File: config.mk
export PLATFORM = sky130hd
export DESIGN_NAME = perceptron_trainer
export DESIGN_NICKNAME = d
export VERILOG_FILES = /design/src/rtl/perceptron_trainer.sv
export SDC_FILE = /design/constraint.sdc
export NUM_CORES = 1
export LEC_CHECK = 0
export ABC_CLOCK_PERIOD_IN_PS = 4000
export CAP_MARGIN = 15
export CORE_UTILIZATION = 45
export DETAILED_ROUTE_END_ITERATION = 10
export MAX_ROUTING_LAYER = met4
export PLACE_DENSITY = 0.7
export SLEW_MARGIN = 10
export SYNTH_ARGS = -nofsm -noshare
export SYNTH_HDL_FRONTEND = slang
export SYNTH_SLANG_ARGS = --single-unit
File: constraint.sdc
create_clock -name clk -period 4 [get_ports clk]
set_input_delay 1 -clock clk [delete_from_list [all_inputs] [get_ports clk]]
set_output_delay 1 -clock clk [all_outputs]
set_load 0.005 [all_outputs]
File: src/rtl/perceptron_trainer.sv
`default_nettype none
// ============================================================================
// Module      : perceptron_trainer
// Description : Sample sequencing, thresholding and saturating perceptron-rule
//               weight/bias update around an external weighted-sum pipeline.
// Revision    : 1.0 - initial release
// ============================================================================
module perceptron_trainer #(
    parameter int N           = 8,
    parameter int SUM_LATENCY = 11,
    parameter int ETA_SHIFT   = 4,
    parameter int BIAS_STEP   = 256
) (
    input  logic            clk,
    input  logic            rst,
    input  logic            sample_valid,
    output logic            sample_ready,
    input  logic [18*N-1:0] x_in,
    input  logic            target,
    input  logic            train_en,
    output logic [18*N-1:0] x_out,
    output logic [18*N-1:0] w_out,
    input  logic [47:0]     sum_in,
    output logic            result_valid,
    output logic            result,
    output logic            mistake,
    output logic [15:0]     err_count
);

    localparam int                     c_CNT_W     = (SUM_LATENCY > 1) ? $clog2(SUM_LATENCY) : 1;
    localparam logic [c_CNT_W-1:0]     c_CNT_LOAD  = c_CNT_W'(SUM_LATENCY - 1);
    localparam logic signed [18:0]     c_SAT_MAX   = 19'sd131071;
    localparam logic signed [18:0]     c_SAT_MIN   = -19'sd131072;
    localparam logic signed [18:0]     c_BIAS_STEP = 19'(BIAS_STEP);

    typedef enum logic [1:0] {
        S_IDLE = 2'd0,
        S_WAIT = 2'd1,
        S_EVAL = 2'd2
    } state_t;

    function automatic logic signed [17:0] sat18(input logic signed [18:0] v);
        if (v > c_SAT_MAX) begin
            return 18'sh1FFFF;
        end else if (v < c_SAT_MIN) begin
            return 18'sh20000;
        end
        return v[17:0];
    endfunction

    state_t                 r_state_q, w_state_d;
    logic [c_CNT_W-1:0]     r_cnt_q, w_cnt_d;
    logic [18*N-1:0]        r_x_q, w_x_d;
    logic                   r_target_q, w_target_d;
    logic                   r_train_q, w_train_d;
    logic signed [17:0]     r_w_q [N];
    logic signed [17:0]     w_w_d [N];
    logic signed [17:0]     r_bias_q, w_bias_d;
    logic                   r_result_valid_q, w_result_valid_d;
    logic                   r_result_q, w_result_d;
    logic                   r_mistake_q, w_mistake_d;
    logic [15:0]            r_err_q, w_err_d;

    logic signed [17:0]     w_inc [N];
    logic signed [17:0]     w_dec [N];
    logic signed [18:0]     w_bias_ext;
    logic signed [17:0]     w_bias_inc, w_bias_dec;
    logic [48:0]            w_thresh;
    logic                   w_pred;
    logic                   w_miss;

    // Per-lane update candidates: both directions are ready, the FSM picks one.
    genvar gi;
    generate
        for (gi = 0; gi < N; gi++) begin : g_lane
            logic signed [18:0] w_x_ext;
            logic signed [18:0] w_wt_ext;
            logic signed [18:0] w_delta;
            assign w_x_ext             = {r_x_q[18*gi+17], r_x_q[18*gi +: 18]};
            assign w_wt_ext            = {r_w_q[gi][17], r_w_q[gi]};
            assign w_delta             = w_x_ext >>> ETA_SHIFT;
            assign w_inc[gi]           = sat18(w_wt_ext + w_delta);
            assign w_dec[gi]           = sat18(w_wt_ext - w_delta);
            assign w_out[18*gi +: 18]  = r_w_q[gi];
        end
    endgenerate

    assign w_bias_ext = {r_bias_q[17], r_bias_q};
    assign w_bias_inc = sat18(w_bias_ext + c_BIAS_STEP);
    assign w_bias_dec = sat18(w_bias_ext - c_BIAS_STEP);

    // 49-bit compare so sum + bias can never overflow into the sign bit.
    assign w_thresh = {sum_in[47], sum_in} + {{31{r_bias_q[17]}}, r_bias_q};
    assign w_pred   = ~w_thresh[48];
    assign w_miss   = (w_pred != r_target_q);

    always_comb begin
        w_state_d        = r_state_q;
        w_cnt_d          = r_cnt_q;
        w_x_d            = r_x_q;
        w_target_d       = r_target_q;
        w_train_d        = r_train_q;
        w_w_d            = r_w_q;
        w_bias_d         = r_bias_q;
        w_result_valid_d = 1'b0;
        w_result_d       = r_result_q;
        w_mistake_d      = r_mistake_q;
        w_err_d          = r_err_q;
        case (r_state_q)
            S_IDLE: begin
                if (sample_valid) begin
                    w_x_d      = x_in;
                    w_target_d = target;
                    w_train_d  = train_en;
                    w_cnt_d    = c_CNT_LOAD;
                    w_state_d  = S_WAIT;
                end
            end
            S_WAIT: begin
                if (r_cnt_q == '0) begin
                    w_state_d = S_EVAL;
                end else begin
                    w_cnt_d = r_cnt_q - c_CNT_W'(1);
                end
            end
            S_EVAL: begin
                w_result_d       = w_pred;
                w_mistake_d      = w_miss;
                w_result_valid_d = 1'b1;
                w_state_d        = S_IDLE;
                if (w_miss && (r_err_q != 16'hFFFF)) begin
                    w_err_d = r_err_q + 16'd1;
                end
                if (w_miss && r_train_q) begin
                    for (int i = 0; i < N; i++) begin
                        w_w_d[i] = r_target_q ? w_inc[i] : w_dec[i];
                    end
                    w_bias_d = r_target_q ? w_bias_inc : w_bias_dec;
                end
            end
            default: begin
                w_state_d = S_IDLE;
            end
        endcase
    end

    always_ff @(posedge clk) begin
        if (rst) begin
            r_state_q        <= S_IDLE;
            r_cnt_q          <= '0;
            r_x_q            <= '0;
            r_target_q       <= 1'b0;
            r_train_q        <= 1'b0;
            for (int i = 0; i < N; i++) begin
                r_w_q[i] <= '0;
            end
            r_bias_q         <= '0;
            r_result_valid_q <= 1'b0;
            r_result_q       <= 1'b0;
            r_mistake_q      <= 1'b0;
            r_err_q          <= '0;
        end else begin
            r_state_q        <= w_state_d;
            r_cnt_q          <= w_cnt_d;
            r_x_q            <= w_x_d;
            r_target_q       <= w_target_d;
            r_train_q        <= w_train_d;
            r_w_q            <= w_w_d;
            r_bias_q         <= w_bias_d;
            r_result_valid_q <= w_result_valid_d;
            r_result_q       <= w_result_d;
            r_mistake_q      <= w_mistake_d;
            r_err_q          <= w_err_d;
        end
    end

    assign sample_ready = (r_state_q == S_IDLE);
    assign x_out        = r_x_q;
    assign result_valid = r_result_valid_q;
    assign result       = r_result_q;
    assign mistake      = r_mistake_q;
    assign err_count    = r_err_q;

endmodule
`default_nettype wire

# --- Yosys cells after proc, flatten, opt, wreduce, memory -nomap -nowiden ---
# Cells that the tools add are included.
# W data, S select, Z words.
word_totals:
  register_bits: 333
  inputBits: 197
  output_inout_bits: 308
  word_cells: 199
op_classes:
  n_addsub: 21
  order_cmp: 36
  eq_ne: 7
  n_mux: 106
  bitwise_logic: 1
  n_reduce_logical: 10
op_table:
  columns: ["cell", "count"]
  rows:
  - ["$mux W18", 63]
  - ["$gt A19 B18 Y1 const B", 18]
  - ["$lt A19 B18 Y1 const B", 18]
  - ["$add A18 B14 Y19", 8]
  - ["$sub A18 B14 Y19", 8]
  - ["$add A48 B18 Y49", 1]
  - ["$mux W1", 37]
  - ["$add A18 B10 Y19 const B", 1]
  - ["$sub A18 B10 Y19 const B", 1]
  - ["$add A16 B1 Y16 const B", 1]
  - ["$ne A16 B16 Y1 const B", 1]
  - ["$mux W4", 2]
  - ["$pmux W4 S2", 1]
  - ["$reduce_and A2 Y1", 4]
  - ["$ne A2 B2 Y1 const B", 3]
  - ["$logic_not A4 Y1", 1]
  - ["$mux W2", 2]
  - ["$pmux W2 S2", 1]
  - ["$sub A4 B1 Y4 const B", 1]
  - ["$reduce_and A3 Y1", 1]
  - ["$eq A2 B1 Y1 const B", 1]
  - ["$eq A2 B2 Y1 const B", 1]
  - ["$logic_and A1 B1 Y1", 2]
  - ["$logic_not A2 Y1", 1]
  - ["other kinds (3)", 3]

# --- Logic depth before layout (Yosys ltp) ---
logic_depth:
  word_depth: 6
  mapped_depth: 15
  depth_no_buf: 13

# --- Worst setup path before layout ---
# No wires, ideal clock.
synth_timing:
  path_type: "reg-to-reg"
  start: "register r_bias_q[17]"
  end: "register r_w_q (netlist bit w_out[89])"
  setup_ns: 0.070
  arrival_ns: 3.476
  required_ns: 3.930
  path_slack_ns: 0.454
  path_stages_with_launch: 14
  n_path_buf: 3
  period_less_slack_ns: 3.546
  path_cell_list: "dfxtp_1 ha_1 a2111oi_0 nand2_1 a31oi_1 nor4_1 a211oi_1 a221o_1 and2_1 clkbuf_1 buf_2 buf_1 nand2_1 a21oi_1"
synth_via:
  elab_chain_len: 5
synth_lines:
  columns: ["item", "line_no", "rtl"]
  rows:
  - ["start: declaration", "58", "logic signed [17:0] r_bias_q, w_bias_d;"]
  - ["start signal: assignment", "169", "r_bias_q <= w_bias_d;"]
  - ["$add A48 B18 Y49", "93", "assign w_thresh = {sum_in[47], sum_in} + {{31{r_bias_q[17]}}, r_bias_q};"]
  - ["$not A1 Y1", "94", "assign w_pred = ~w_thresh[48];"]
  - ["$ne A1 B1 Y1", "95", "assign w_miss = (w_pred != r_target_q);"]
  - ["$logic_and A1 B1 Y1", "134", "if (w_miss && r_train_q) begin"]
  - ["$reduce_and A2 Y1 (no line)", null, null]
  - ["end signal: assignment", "168", "r_w_q <= w_w_d;"]
  - ["end: declaration", "56", "logic signed [17:0] r_w_q [N];"]
# No other way between the ends.
# A chain may end at the register's enable or synchronous reset.

# --- Final worst setup path ---
layout_timing:
  start: "register r_x_q[94], in the netlist x_out[94]"
  end: "register r_w_q (netlist bit w_out[95])"
layout_via:
  elab_chain_len: 6
  elab_cells_between_ends: 15
  classes_between: "add/sub (2); order compare (4); mux (9)"
layout_lines:
  columns: ["item", "line_no", "rtl"]
  rows:
  - ["start: declaration", "53", "logic [18*N-1:0] r_x_q, w_x_d;"]
  - ["start signal: assignment", "165", "r_x_q <= w_x_d;"]
  - ["$sub A18 B14 Y19 / $add A18 B14 Y19 (equally long branches)", "83, 82", null]
  - ["$lt A19 B18 Y1", "45", "end else if (v < c_SAT_MIN) begin"]
  - ["$mux W1", "45", null]
  - ["$mux W1", "43", "if (v > c_SAT_MAX) begin"]
  - ["$mux W18", "48", "return v[17:0];"]
  - ["$mux W18 (*)", "136", "w_w_d[i] = r_target_q ? w_inc[i] : w_dec[i];"]
# Every way passes the cells marked *; elsewhere a longest branch is shown, timed or not.

==> metrics.yaml <==
timing:
  period_needed_ns: 3.73
  finalHoldViolCount: 0
  setup_viol: 0
  setup_ws_ns: 0.266
  fin_skew_ns: 0.0291
  rsz0062_at_grt: "false"
  fmax_mhz: 268
  worst_pin_slew_ns: 0.881
  drv_slew: 0
  fin_crit_sh_pct: 93.3
  relSlewSlack_pct: 41.0
  timing.setup.tns_ns: 0
  whs_ns: 0.451
clocking:
  clkLatencyLatePin_ns: 0.58
  clk_pin_slew_ns: 0.06
  cts_max_level: 2
  cts_buffer_depth: 3
  clock-sinks: 326
  cts_tree: "built"
  cts_buffers: 42
  root_buffer: "clkbuf_16"
  cts_hold_buffers: 0
drt:
  routed_wl_mm: 97.6
  first_pass_iters: 6
  vias: 30262
  drc_errors: 0
  avgRoutedWirePerCell_um: 18.4
  antenna_left: 0
  drt_iter0_drc: 2398
  viasPerCell: 5.70
synthesis:
  async_flop_share_pct: 0
  synthAdderAreaFrac_pct: 16.0
  synth_compound_area_share_pct: 29.4
  netlist_top_cells_area: "dfxtp_1 (23%), ha_1 (15%), a21oi_1 (7.2%)"
  synth.top_cell.area_share_pct: 22.5
  yosysWarnings: 0
  synthFlopType: "dfxtp_1"
  synthCells: 3929
  synth_area_mm2: 0.0289
  synth_xor_area_share_pct: 5.01
  syn_area_per_cell_um2: 7.37
  ys_seq_area_share_pct: 22.5
  ys_seq_elements: 326
  yosysMostFrequentCell: "nand2_1"
  yosys.area.top_type: "dfxtp_1"
  yosys.area_share.simple_pct: 20.0
  syn_nets: 4484
  synth.area.mux_share_pct: 0.519
  synth_edf_count: 0
  ys_top_cells_by_count: "nand2_1 (493), a21oi_1 (414), nor2_1 (352), ha_1 (342), dfxtp_1 (326)"
  synth_top_family_by_area: "compound AO/OA/AOI/OAI gates"
  synth_cell_type_count: 100
grt:
  overflow: 0
  antenna_found_initial: 2
  grt_usage_pct: 29.5
  grt_first_pass_wirelength_mm: 155
  grt_pass1_vias: 28574
  grt_max_degree: 77
floorplan:
  dieWidth_um: 256
  start_util_pct: 45.7
  core_mm2: 0.0633
  die_h_um: 256
  row_count: 92
  top_level_ports: 505
  dieArea_mm2: 0.0653
critical_path:
  critPathRequiredTime_ns: 4.47
  timing_worst_setup_path_type: "reg -> reg"
  cp-end-kind: "flip-flop"
  path_max_fanout: 11
  r2r-end: "w_out[95]"
  worstSetupStartpointType: "flip-flop"
  worstPathArrival_ns: 4.21
  reg2reg_slack_ns: 0.27
  r2r_cells: 13
  rr_startpoint: "x_out[94]"
pwr:
  power_frac_seq_pct: 32.5
  cell_internal_pwr_mw: 7.26
  p_comb_share_pct: 31.6
  ir_worst_vdd_mv: 0.302
  clkPwrFrac_pct: 35.9
  p_sw_share_pct: 32.8
  power_mw: 10.8
  leakagePower_nw: 15.5
  p_switching_mw: 3.54
  p_per_area_mw_per_mm2: 291
outcome:
  status: "complete, no violations"
final_layout:
  finalCoreUtilization_pct: 58.7
  final_nets: 4993
  area_delta_synth_final_pct: 28.3
  drive_above_1_share_pct: 7.03
  final_area_mm2: 0.0371
  layout.cells.non_filler: 5313
flow_run:
  drv_cap: 0
placed_design:
  dpl.cell_count: 5240
  dpl_cell_area_mm2: 0.0357
  place_hpwl_mm: 74.4
  io_buffers: 504
  place.gp.congestion: 0.988
  place_ws_ns: -0.442
hold_path:
  hold_path.class: "reg -> reg"
  hold_depth: 2
  worstHoldStart: "x_out[110]"
  hold_end: "x_out[110]"
registers in the layout (all words and copies together) (netlist names):
name	flops
mistake	1
r_target_q	1
r_state_q	2
result	1
w_out	144
err_count	16
result_valid	1
r_train_q	1
r_cnt_q	4
x_out	144
r_bias_q	11
placed cells by master (no fill, tap or decap), types with 37 or more instances in the layout:
master	n
a211oi_1	76
a21o_1	69
a21oi_1	414
buf_4	163
clkbuf_16	43
clkdlybuf4s50_1	503
dfxtp_1	325
ha_1	342
inv_1	270
nand2_1	490
nand2b_1	72
nand3_1	58
nor2_1	350
nor2b_1	52
nor3_1	90
o21a_1	37
o21ai_0	240
xnor2_1	139
critical path, cell delays in order (launching register included):
cell,delay (ns)
dfxtp_1,0.46
ha_1,0.21
inv_1,0.06
fa_1,0.38
or2_2,0.34
a221oi_1,0.38
o41ai_1,0.19
a21oi_1,0.28
o21ai_0,0.14
and2_1,0.19
o41a_1,0.35
mux2i_1,0.23
nor2_2,0.18
a211oi_1,0.27
logic make-up after synthesis:
kind of cell	after synthesis
compound gates	1295
xor+xnor	164
fa+ha+maj	362
buf+inv	487
flops	326
mux	13
simple gates	1282
metal layers:
| layer | vias up | track usage (%) | share of wire, % | wire (µm) |
|---|---|---|---|---|
| met1 | 14125 | 38.1 | 45 | 43800 |
| met5 | - | - | 0 | 0 |
| met3 | 135 | 4.38 | 6.3 | 6170 |
| met4 | 0 | 7.93 | 2.3 | 2250 |
| li1 | 15030 | - | - | - |
| met2 | 972 | 47.8 | 46 | 45300 |
power by group through the flow:
stage / registers (mW) / logic, mW / clock network [mW]
finish: 3.51 / 3.41 / 3.88
detailed placement: 3.58 / 3.35 / 0
CTS: 3.51 / 3.37 / 3.98
global placement: 3.58 / 3.34 / 0
floorplan: 3.57 / 2.14 / 0
global route: 3.53 / 3.75 / 4.10
worst max path at each step:
stage                 endpoint  cells after the start  slack, ns          from
finish               w_out[95]                     13       0.27     x_out[94]
global placement     w_out[99]                     11      -0.47    sum_in[39]
global route         w_out[62]                     12      0.003     w_out[55]
floorplan            w_out[89]                     13       0.45  r_bias_q[17]
CTS                  w_out[95]                     11       0.13    sum_in[39]
detailed placement  w_out[100]                     11      -0.44    sum_in[39]
layout make-up:
cell class              count  area (µm²)
diodes                      1        2.50
clock buffers              57        1200
clock inverters            15         186
fillers                  5937       26200
inverters                 271        1020
multi-input cells        3116       20600
flip-flops and latches    326        6530
well taps                 846        1060
repair buffers            681        6550
what timing repair did:
action,CTS,global route
resized for setup,0,5
endpoints found under the setup margin,0,32
buffers inserted,0,0
No activity file was read; power rests on OpenSTA's default activity.
